===== config.mk =====
export PLATFORM = sky130hd
export DESIGN_NAME = alu_seq_muldiv
export DESIGN_NICKNAME = d
export VERILOG_FILES = /design/src/rtl/alu_seq_muldiv.sv
export SDC_FILE = /design/constraint.sdc
export NUM_CORES = 2
export LEC_CHECK = 0
export ABC_CLOCK_PERIOD_IN_PS = 8600
export BUFFER_PORTS_ARGS = -buffer_cell sky130_fd_sc_hd__buf_2
export CAP_MARGIN = 20
export CORE_UTILIZATION = 30
export CTS_BUF_LIST = sky130_fd_sc_hd__clkbuf_4
export CTS_CLUSTER_SIZE = 25
export DETAILED_ROUTE_END_ITERATION = 6
export PLACE_DENSITY = 0.47
export SLEW_MARGIN = 30
export SYNTH_ARGS = -nofsm -noshare
export SYNTH_HDL_FRONTEND = slang
export SYNTH_SLANG_ARGS = --single-unit

===== constraint.sdc =====
create_clock -name CLK -period 8.6 [get_ports CLK]
set_clock_uncertainty 0.1 [all_clocks]
set_input_delay 0.86 -clock CLK [delete_from_list [all_inputs] [get_ports CLK]]
set_output_delay 0.86 -clock CLK [all_outputs]
set_load 0.02 [all_outputs]

===== src/rtl/alu_seq_muldiv.sv =====
// alu_seq_muldiv: execute-stage ALU with valid/ready handshake and an
// iterative radix-2 RV32M multiply/divide datapath.
//
// Ports:
//   CLK, RST            rising-edge clock, asynchronous active-high reset
//   PC_IN, RS1_IN       operand A candidates (MUX1_CTRL: 0 = RS1_IN, 1 = PC_IN)
//   RS2_IN, IMM_IN      operand B candidates (MUX2_CTRL: 0 = RS2_IN, 1 = IMM_IN)
//   ALU_CTRL            opcode (0-9 integer ops, 10-13 multiply, 14-17 divide,
//                       18+ single-cycle zero)
//   IN_VALID/IN_READY   request handshake; IN_READY only in IDLE
//   FLUSH               synchronous abort, highest priority
//   ALU_OUT/OUT_VALID   registered result, held until OUT_READY
//   OUT_READY           consumer accepts the result
//   BUSY                a multiply or divide is iterating
module alu_seq_muldiv #(
  parameter int DATA_WIDTH = 32,
  parameter int FUNC_WIDTH = 5,
  parameter int SHAMT_W    = $clog2(DATA_WIDTH)
) (
  input  logic                  CLK,
  input  logic                  RST,
  input  logic [DATA_WIDTH-1:0] PC_IN,
  input  logic [DATA_WIDTH-1:0] RS1_IN,
  input  logic [DATA_WIDTH-1:0] RS2_IN,
  input  logic [DATA_WIDTH-1:0] IMM_IN,
  input  logic [FUNC_WIDTH-1:0] ALU_CTRL,
  input  logic                  MUX1_CTRL,
  input  logic                  MUX2_CTRL,
  input  logic                  IN_VALID,
  output logic                  IN_READY,
  input  logic                  FLUSH,
  output logic [DATA_WIDTH-1:0] ALU_OUT,
  output logic                  OUT_VALID,
  input  logic                  OUT_READY,
  output logic                  BUSY
);

  localparam int W = DATA_WIDTH;

  localparam logic [FUNC_WIDTH-1:0] OP_ADD    = FUNC_WIDTH'(0);
  localparam logic [FUNC_WIDTH-1:0] OP_SUB    = FUNC_WIDTH'(1);
  localparam logic [FUNC_WIDTH-1:0] OP_SLL    = FUNC_WIDTH'(2);
  localparam logic [FUNC_WIDTH-1:0] OP_SLT    = FUNC_WIDTH'(3);
  localparam logic [FUNC_WIDTH-1:0] OP_SLTU   = FUNC_WIDTH'(4);
  localparam logic [FUNC_WIDTH-1:0] OP_XOR    = FUNC_WIDTH'(5);
  localparam logic [FUNC_WIDTH-1:0] OP_SRL    = FUNC_WIDTH'(6);
  localparam logic [FUNC_WIDTH-1:0] OP_SRA    = FUNC_WIDTH'(7);
  localparam logic [FUNC_WIDTH-1:0] OP_OR     = FUNC_WIDTH'(8);
  localparam logic [FUNC_WIDTH-1:0] OP_AND    = FUNC_WIDTH'(9);
  localparam logic [FUNC_WIDTH-1:0] OP_MUL    = FUNC_WIDTH'(10);
  localparam logic [FUNC_WIDTH-1:0] OP_MULH   = FUNC_WIDTH'(11);
  localparam logic [FUNC_WIDTH-1:0] OP_MULHSU = FUNC_WIDTH'(12);
  localparam logic [FUNC_WIDTH-1:0] OP_MULHU  = FUNC_WIDTH'(13);
  localparam logic [FUNC_WIDTH-1:0] OP_DIV    = FUNC_WIDTH'(14);
  localparam logic [FUNC_WIDTH-1:0] OP_REM    = FUNC_WIDTH'(16);
  localparam logic [FUNC_WIDTH-1:0] OP_REMU   = FUNC_WIDTH'(17);

  typedef enum logic [1:0] {S_IDLE, S_MUL, S_DIV, S_DONE} state_t;

  state_t               state;
  logic [SHAMT_W-1:0]   count;
  logic [W-1:0]         alu_out;

  logic [W-1:0]         opa;
  logic [W-1:0]         opb;
  logic                 accept;
  logic                 is_mul;
  logic                 is_div;

  // Iteration registers (not reset: only meaningful while state says so)
  logic [2*W-1:0]       mcand_p0;
  logic [W-1:0]         mplier_p0;
  logic [2*W-1:0]       prod_p0;
  logic                 mul_neg_p0;
  logic                 mul_hi_p0;
  logic [W-1:0]         quo_p0;
  logic [W-1:0]         rem_p0;
  logic [W-1:0]         dvs_p0;
  logic                 neg_q_p0;
  logic                 neg_r_p0;
  logic                 sel_rem_p0;

  logic [2*W-1:0]       prod_nx;
  logic [2*W-1:0]       mul_full;
  logic [W-1:0]         mul_res;
  logic [W:0]           rem_sh;
  logic                 rem_ge;
  logic [W-1:0]         rem_diff;
  logic [W-1:0]         rem_nx;
  logic [W-1:0]         quo_nx;
  logic [W-1:0]         div_res;

  function automatic logic [W-1:0] exec_simple(input logic [FUNC_WIDTH-1:0] op,
                                               input logic [W-1:0] a,
                                               input logic [W-1:0] b);
    logic signed [W-1:0] sa;
    logic signed [W-1:0] sb;
    logic [SHAMT_W-1:0]  sh;
    sa = a;
    sb = b;
    sh = b[SHAMT_W-1:0];
    case (op)
      OP_ADD:  exec_simple = a + b;
      OP_SUB:  exec_simple = a - b;
      OP_SLL:  exec_simple = a << sh;
      OP_SLT:  exec_simple = {{(W-1){1'b0}}, (sa < sb)};
      OP_SLTU: exec_simple = {{(W-1){1'b0}}, (a < b)};
      OP_XOR:  exec_simple = a ^ b;
      OP_SRL:  exec_simple = a >> sh;
      OP_SRA:  exec_simple = $unsigned(sa >>> sh);
      OP_OR:   exec_simple = a | b;
      OP_AND:  exec_simple = a & b;
      default: exec_simple = '0;
    endcase
  endfunction

  function automatic logic [W-1:0] magnitude(input logic [W-1:0] x, input logic is_signed);
    magnitude = (is_signed && x[W-1]) ? -x : x;
  endfunction

  function automatic logic [W-1:0] apply_sign(input logic [W-1:0] x, input logic neg);
    apply_sign = neg ? -x : x;
  endfunction

  function automatic logic [2*W-1:0] apply_sign_wide(input logic [2*W-1:0] x, input logic neg);
    apply_sign_wide = neg ? -x : x;
  endfunction

  assign opa      = MUX1_CTRL ? PC_IN : RS1_IN;
  assign opb      = MUX2_CTRL ? IMM_IN : RS2_IN;
  assign IN_READY = (state == S_IDLE) && !RST;
  assign accept   = IN_VALID && IN_READY && !FLUSH;
  assign is_mul   = (ALU_CTRL >= OP_MUL) && (ALU_CTRL <= OP_MULHU);
  assign is_div   = (ALU_CTRL >= OP_DIV) && (ALU_CTRL <= OP_REMU);

  // Next-iteration values; the final iteration also folds in the sign fix-up
  // so the corrected result lands in ALU_OUT on the transition to DONE.
  always_comb begin
    prod_nx  = prod_p0 + (mplier_p0[0] ? mcand_p0 : '0);
    mul_full = apply_sign_wide(prod_nx, mul_neg_p0);
    mul_res  = mul_hi_p0 ? mul_full[2*W-1:W] : mul_full[W-1:0];

    // Restoring step: remainder is always below the divisor, so the shifted
    // value needs one extra bit and the difference fits back into W bits.
    rem_sh   = {rem_p0, quo_p0[W-1]};
    rem_ge   = rem_sh >= {1'b0, dvs_p0};
    rem_diff = rem_sh[W-1:0] - dvs_p0;
    rem_nx   = rem_ge ? rem_diff : rem_sh[W-1:0];
    quo_nx   = {quo_p0[W-2:0], rem_ge};
    div_res  = sel_rem_p0 ? apply_sign(rem_nx, neg_r_p0) : apply_sign(quo_nx, neg_q_p0);
  end

  // Stage p0: operand capture at accept, then one radix-2 step per cycle
  always_ff @(posedge CLK) begin
    if (state == S_IDLE && accept) begin
      if (is_mul) begin
        // MUL's low word is sign-agnostic, so only MULH/MULHSU take magnitudes.
        mcand_p0   <= {{W{1'b0}}, magnitude(opa, (ALU_CTRL == OP_MULH) || (ALU_CTRL == OP_MULHSU))};
        mplier_p0  <= magnitude(opb, ALU_CTRL == OP_MULH);
        prod_p0    <= '0;
        mul_neg_p0 <= (((ALU_CTRL == OP_MULH) || (ALU_CTRL == OP_MULHSU)) && opa[W-1]) ^
                      ((ALU_CTRL == OP_MULH) && opb[W-1]);
        mul_hi_p0  <= (ALU_CTRL != OP_MUL);
      end
      if (is_div) begin
        quo_p0     <= magnitude(opa, (ALU_CTRL == OP_DIV) || (ALU_CTRL == OP_REM));
        dvs_p0     <= magnitude(opb, (ALU_CTRL == OP_DIV) || (ALU_CTRL == OP_REM));
        rem_p0     <= '0;
        // A zero divisor must leave the all-ones quotient uncorrected.
        neg_q_p0   <= ((ALU_CTRL == OP_DIV) && (opa[W-1] ^ opb[W-1]) && (opb != '0));
        neg_r_p0   <= ((ALU_CTRL == OP_REM) && opa[W-1]);
        sel_rem_p0 <= (ALU_CTRL >= OP_REM);
      end
    end else if (state == S_MUL) begin
      prod_p0   <= prod_nx;
      mcand_p0  <= mcand_p0 << 1;
      mplier_p0 <= mplier_p0 >> 1;
    end else if (state == S_DIV) begin
      rem_p0 <= rem_nx;
      quo_p0 <= quo_nx;
    end
  end

  // Stage p1: control FSM and registered result
  always_ff @(posedge CLK or posedge RST) begin
    if (RST) begin
      state   <= S_IDLE;
      count   <= '0;
      alu_out <= '0;
    end else if (FLUSH) begin
      state <= S_IDLE;
    end else begin
      case (state)
        S_IDLE: begin
          if (accept) begin
            count <= '0;
            if (is_mul) begin
              state <= S_MUL;
            end else if (is_div) begin
              state <= S_DIV;
            end else begin
              alu_out <= exec_simple(ALU_CTRL, opa, opb);
              state   <= S_DONE;
            end
          end
        end
        S_MUL: begin
          count <= count + 1'b1;
          if (count == SHAMT_W'(W-1)) begin
            alu_out <= mul_res;
            state   <= S_DONE;
          end
        end
        S_DIV: begin
          count <= count + 1'b1;
          if (count == SHAMT_W'(W-1)) begin
            alu_out <= div_res;
            state   <= S_DONE;
          end
        end
        S_DONE: begin
          if (OUT_READY) state <= S_IDLE;
        end
        default: state <= S_IDLE;
      endcase
    end
  end

  assign ALU_OUT   = alu_out;
  assign OUT_VALID = (state == S_DONE);
  assign BUSY      = (state == S_MUL) || (state == S_DIV);

endmodule


==> impl_results.md <==
- Outcome: complete, but fails checks
- Failing checks: design-rule violations
- Root Driver: sky130_fd_sc_hd__clkbuf_4
- Average via count per standard cell: 5.86
- Number of global-route vias before repair: 34300
- Delay of the slowest cell on the worst path: between 0.9 and 1 ns
- Crit path DAT: 7.38 ns
- Layout cell share with drive strength beyond 1: 11.1%
- Post-CTS setup buffers: 0
- Net switching share of the total power: 53.0%
- GR peak layer: met2
- Worst-margin pin slew: 1.01 ns
- Die outline width: 342 µm
- Number of cells upsized or downsized after cts: 0
- Number of clock buffers inserted by TritonCTS: 93
- Worst-path maximum fanout: 32
- Overflow left after global routing: 0
- Post-Syn Nets: 4938
- Maximum vdd drop: 148 µV
- Number of top-level pins: 175
- Placed Cells incl. Taps: 6094
- Unrepaired setup endpoints after global routing: no
- Fraction of power consumed by combinational cells: 63.4%
- Pin count of the biggest net entering global routing: 177
- Register Area: 8810 µm²
- Critical path, cell by cell: and2_1 > ha_1 > or2_1 > a31oi_1 > a21oi_2 > o311ai_1 > nand4_1 > nor4_1 > nand4_1 > o31ai_1 > xor2_1 > a221oi_1 > o21ai_0 > o31ai_1 > a21oi_1
- Number of storage elements in the synthesis netlist: 300
- Via count of the routed design: between 30000 and 40000
- Number of buffers added on ports: between 150 and 200
- Total length of routed wires: 165 mm
- Cell-internal power: approximately 5.3 mW
- First-pass GRT wire length: between 200 and 250 mm
- Global-route met2 utilization: 44.0%
- Max-slew headroom at the worst pin: 31.0%
- Starting Density: 30.3%
- Min Tclk post-route: around 6.7 ns
- Required time of the critical path: 9.24 ns
- Count of filler cells inserted in the layout: 12500
- Top FF cell, synth: sky130_fd_sc_hd__edfxtp_1
- Register area share after synthesis: 25.4%
- Vertical die dimension: about 340 µm
- Post-route fraction of the period consumed by the critical path: 78.4%
- DRT Pass-1 Iters: 7
- Post-synth design cell area: around 35000 µm²
- Startpoint-to-endpoint class of the critical path: flip-flop to flip-flop
- Pleak: 14.9 nW
- Final Max Tran Viols: 0
- Power density of the placed cells: 290 nW/µm²
- Share of power burned in the clock network: about an eighth
- Finished layout cell area: 38600 µm²
- Cell Rows: 124
- Antenna-violating nets left: 0
- Largest buffer count on any clock path: 3
- Critical-path cell with the highest stage delay: sky130_fd_sc_hd__edfxtp_1
- Clock tree from TritonCTS: done
- Synthesis Warnings: 0
- Global placer's final weighted congestion: 1.04
- Total net switching power: between 5 and 6 mW
- Per-cell routed wire length: 26.3 µm
- Final total negative setup slack: 0 ns
- Maxcap violations: 0
- Violation count after the first detailed-routing iteration: 3733
- Area of the multi-input gates: 24300 µm²
- Count of different cell masters after synthesis: roughly 110
- Post-Syn Instances: 4590
- Sequential Power Share: 23.2%
- Met3 track demand over resource: 3.87%
- Number of setup violations in the final report: 0
- Worst hold-check path type: input port to flip-flop
- Type of element launching the critical path: flip-flop
- Number of synthesized flops with an enable pin: 261
- Cell area after placement: between 30000 and 40000 µm²
- Clock transition at the registers of the reported paths: 0.07 ns
- Average footprint of a synthesized cell: 7.57 µm²
- Worst-skew pair later-pin latency: 0.95 ns
- Max frequency: approximately 150 MHz
- Kind of end point of the critical path: flip-flop
- Total global routing track utilization: a little over a quarter
- Die ar.: between 100000 and 150000 µm²
- Share of async-settable or async-resettable flops after synthesis: 13.0%
- DRC Markers: 10
- Met1 usage in global routing: 35.3%
- Final count of hold timing violations: 0
- Layout-stage area growth over the synthesis result: 10.9%
- Antenna violations before repair: 3
- Sink count of the clock tree: 300
- Final cell count without fillers: 6266
- Number of nets in the final layout: approximately 5000
- Estimated wirelength of the detail-placed design: 131 mm
- Core Area: around 110000 µm²
- Level count of the clock H-tree: 3
-- per-stage QoR --
stage / total power [mW] / setup WS (ns) / hold slack [ns] / utilization, %
2_1_floorplan: 7.13 / 1.45 / 0.345 / -
3_3_place_gp: 9.57 / 1.80 / 0.362 / 32.5
3_5_place_dp: 9.56 / 1.85 / 0.374 / 32.5
4_1_cts: 11.1 / 2.02 / 0.114 / 33.6
5_1_grt: 11.9 / 1.38 / 0.161 / 33.6
6_report: 11.2 / 1.86 / 0.185 / 33.6
-- area by class of cell --
type / count / area share, %
multi-input combinational: 3838 / 63.1
sequential: 300 / 22.9
tap: 1512 / 4.91
timing repair buffer: 279 / 4.40
clock buffer: 128 / 2.49
inverter: 168 / 1.64
clock inverter: 37 / 0.536
antenna: 4 / 0.0260
-- worst paths after layout --
path | start | endpoint | slack (ns) | cells after the start
max | mplier_p0[0] | ALU_OUT[29] | 1.86 | 15
min | FLUSH | state[1] | 0.18 | 2
max reg2reg | mplier_p0[0] | ALU_OUT[29] | 1.86 | 15
min reg2reg | ALU_OUT[7] | ALU_OUT[7] | 0.39 | 2
max in group asynchronous | RST | ALU_OUT[8] | 7.42 | 3
min in group asynchronous | RST | ALU_OUT[3] | 0.49 | 3
-- layer usage --
metal	share of wire, %	wire [µm]
met1	43	70600
met2	46	75400
met3	6.2	10100
met4	5.1	8340
met5	0	0
-- repair_timing --
action / CTS / global route
hold buffers: 1 / 0
hold endpoints to repair: 39 / 0
endpoints found under the setup margin: 0 / 0
-- state kept, by name (all words and copies together) (netlist names), 5 cells and up --
signal	count
mplier_p0	32
mcand_p0	64
dvs_p0	32
rem_p0	32
count	5
quo_p0	32
ALU_OUT	32
prod_p0	64
-- cell families (layout without fill, tap and decap cells) --
kind of cell | after synthesis | after routing | synth area share [%]
AND/OR/NAND/NOR | 1759 | 1759 | 24.0
multiplexers | 147 | 147 | 4.27
AO/OA/AOI/OAI | 1466 | 1466 | 27.3
flip-flops | 300 | 300 | 25.4
adder cells (fa/ha/maj) | 208 | 208 | 7.57
XOR/XNOR | 258 | 258 | 6.52
buffers and inverters | 452 | 612 | 5.04
other | 0 | 4 | 0
-- synth_stat cells, types with 39 or more instances --
cell type                    n  area, µm²
sky130_fd_sc_hd__ha_1      204       2550
sky130_fd_sc_hd__nor3_1    130        651
sky130_fd_sc_hd__nand4_1    59        369
sky130_fd_sc_hd__mux2i_1   136       1360
sky130_fd_sc_hd__or3_1      52        325
sky130_fd_sc_hd__clkbuf_1  229        860
sky130_fd_sc_hd__nor2_1    491       1840
sky130_fd_sc_hd__xnor2_1   196       1720
sky130_fd_sc_hd__xor2_1     61        534
sky130_fd_sc_hd__and3_1     43        269
sky130_fd_sc_hd__o31ai_1    43        323
sky130_fd_sc_hd__nand3_1   110        551
sky130_fd_sc_hd__edfxtp_1  261       7840
sky130_fd_sc_hd__inv_1     159        597
sky130_fd_sc_hd__dfrtp_1    39        976
sky130_fd_sc_hd__a21oi_1   348       1740
sky130_fd_sc_hd__and2_1    131        820
sky130_fd_sc_hd__a31oi_1    63        394
sky130_fd_sc_hd__nand2_1   538       2020
sky130_fd_sc_hd__nor4_1     41        257
sky130_fd_sc_hd__o211ai_1   74        556
sky130_fd_sc_hd__a21o_1     59        443
sky130_fd_sc_hd__o21ai_0   397       1990
sky130_fd_sc_hd__a211oi_1   65        488
-- worst max-delay path, delay by kind of cell, from the launching register on --
kind,cells,cell delay (ns)
flip-flops,1,0.91
adder cells (fa/ha/maj),1,0.34
AO/OA/AOI/OAI,8,2.93
AND/OR/NAND/NOR,5,2.14
XOR/XNOR,1,0.13
-- power by group through the flow --
stage / Sequential (mW) / Clock (mW) / Combinational [mW]
floorplan: 2.52 / 0 / 4.61
CTS: 2.59 / 1.53 / 6.98
global route: 2.63 / 1.59 / 7.64
detailed placement: 2.62 / 0 / 6.94
global placement: 2.62 / 0 / 6.95
finish: 2.60 / 1.49 / 7.10
-- cells in the final DEF, fill, tap and decap left out, types with 16 or more instances in the layout --
cell,n
sky130_fd_sc_hd__a211o_1,24
sky130_fd_sc_hd__a211oi_1,65
sky130_fd_sc_hd__a21boi_0,16
sky130_fd_sc_hd__a21o_1,58
sky130_fd_sc_hd__a21oi_1,348
sky130_fd_sc_hd__a221oi_1,29
sky130_fd_sc_hd__a22oi_1,34
sky130_fd_sc_hd__a31oi_1,63
sky130_fd_sc_hd__and2_1,131
sky130_fd_sc_hd__and3_1,43
sky130_fd_sc_hd__and4_1,16
sky130_fd_sc_hd__buf_2,174
sky130_fd_sc_hd__buf_4,101
sky130_fd_sc_hd__clkbuf_4,128
sky130_fd_sc_hd__clkinv_1,31
sky130_fd_sc_hd__dfrtp_1,39
sky130_fd_sc_hd__edfxtp_1,261
sky130_fd_sc_hd__ha_1,204
sky130_fd_sc_hd__inv_1,158
sky130_fd_sc_hd__mux2i_1,129
sky130_fd_sc_hd__nand2_1,538
sky130_fd_sc_hd__nand2b_1,31
sky130_fd_sc_hd__nand3_1,109
sky130_fd_sc_hd__nand4_1,59
sky130_fd_sc_hd__nor2_1,485
sky130_fd_sc_hd__nor2b_1,20
sky130_fd_sc_hd__nor3_1,126
sky130_fd_sc_hd__nor3b_1,20
sky130_fd_sc_hd__nor4_1,40
sky130_fd_sc_hd__o211ai_1,74
sky130_fd_sc_hd__o21a_1,34
sky130_fd_sc_hd__o21ai_0,397
sky130_fd_sc_hd__o21bai_1,28
sky130_fd_sc_hd__o221ai_1,25
sky130_fd_sc_hd__o22ai_1,29
sky130_fd_sc_hd__o31ai_1,42
sky130_fd_sc_hd__or2_2,25
sky130_fd_sc_hd__or3_1,52
sky130_fd_sc_hd__xnor2_1,196
sky130_fd_sc_hd__xor2_1,61
(Power assumes the default switching activity.)
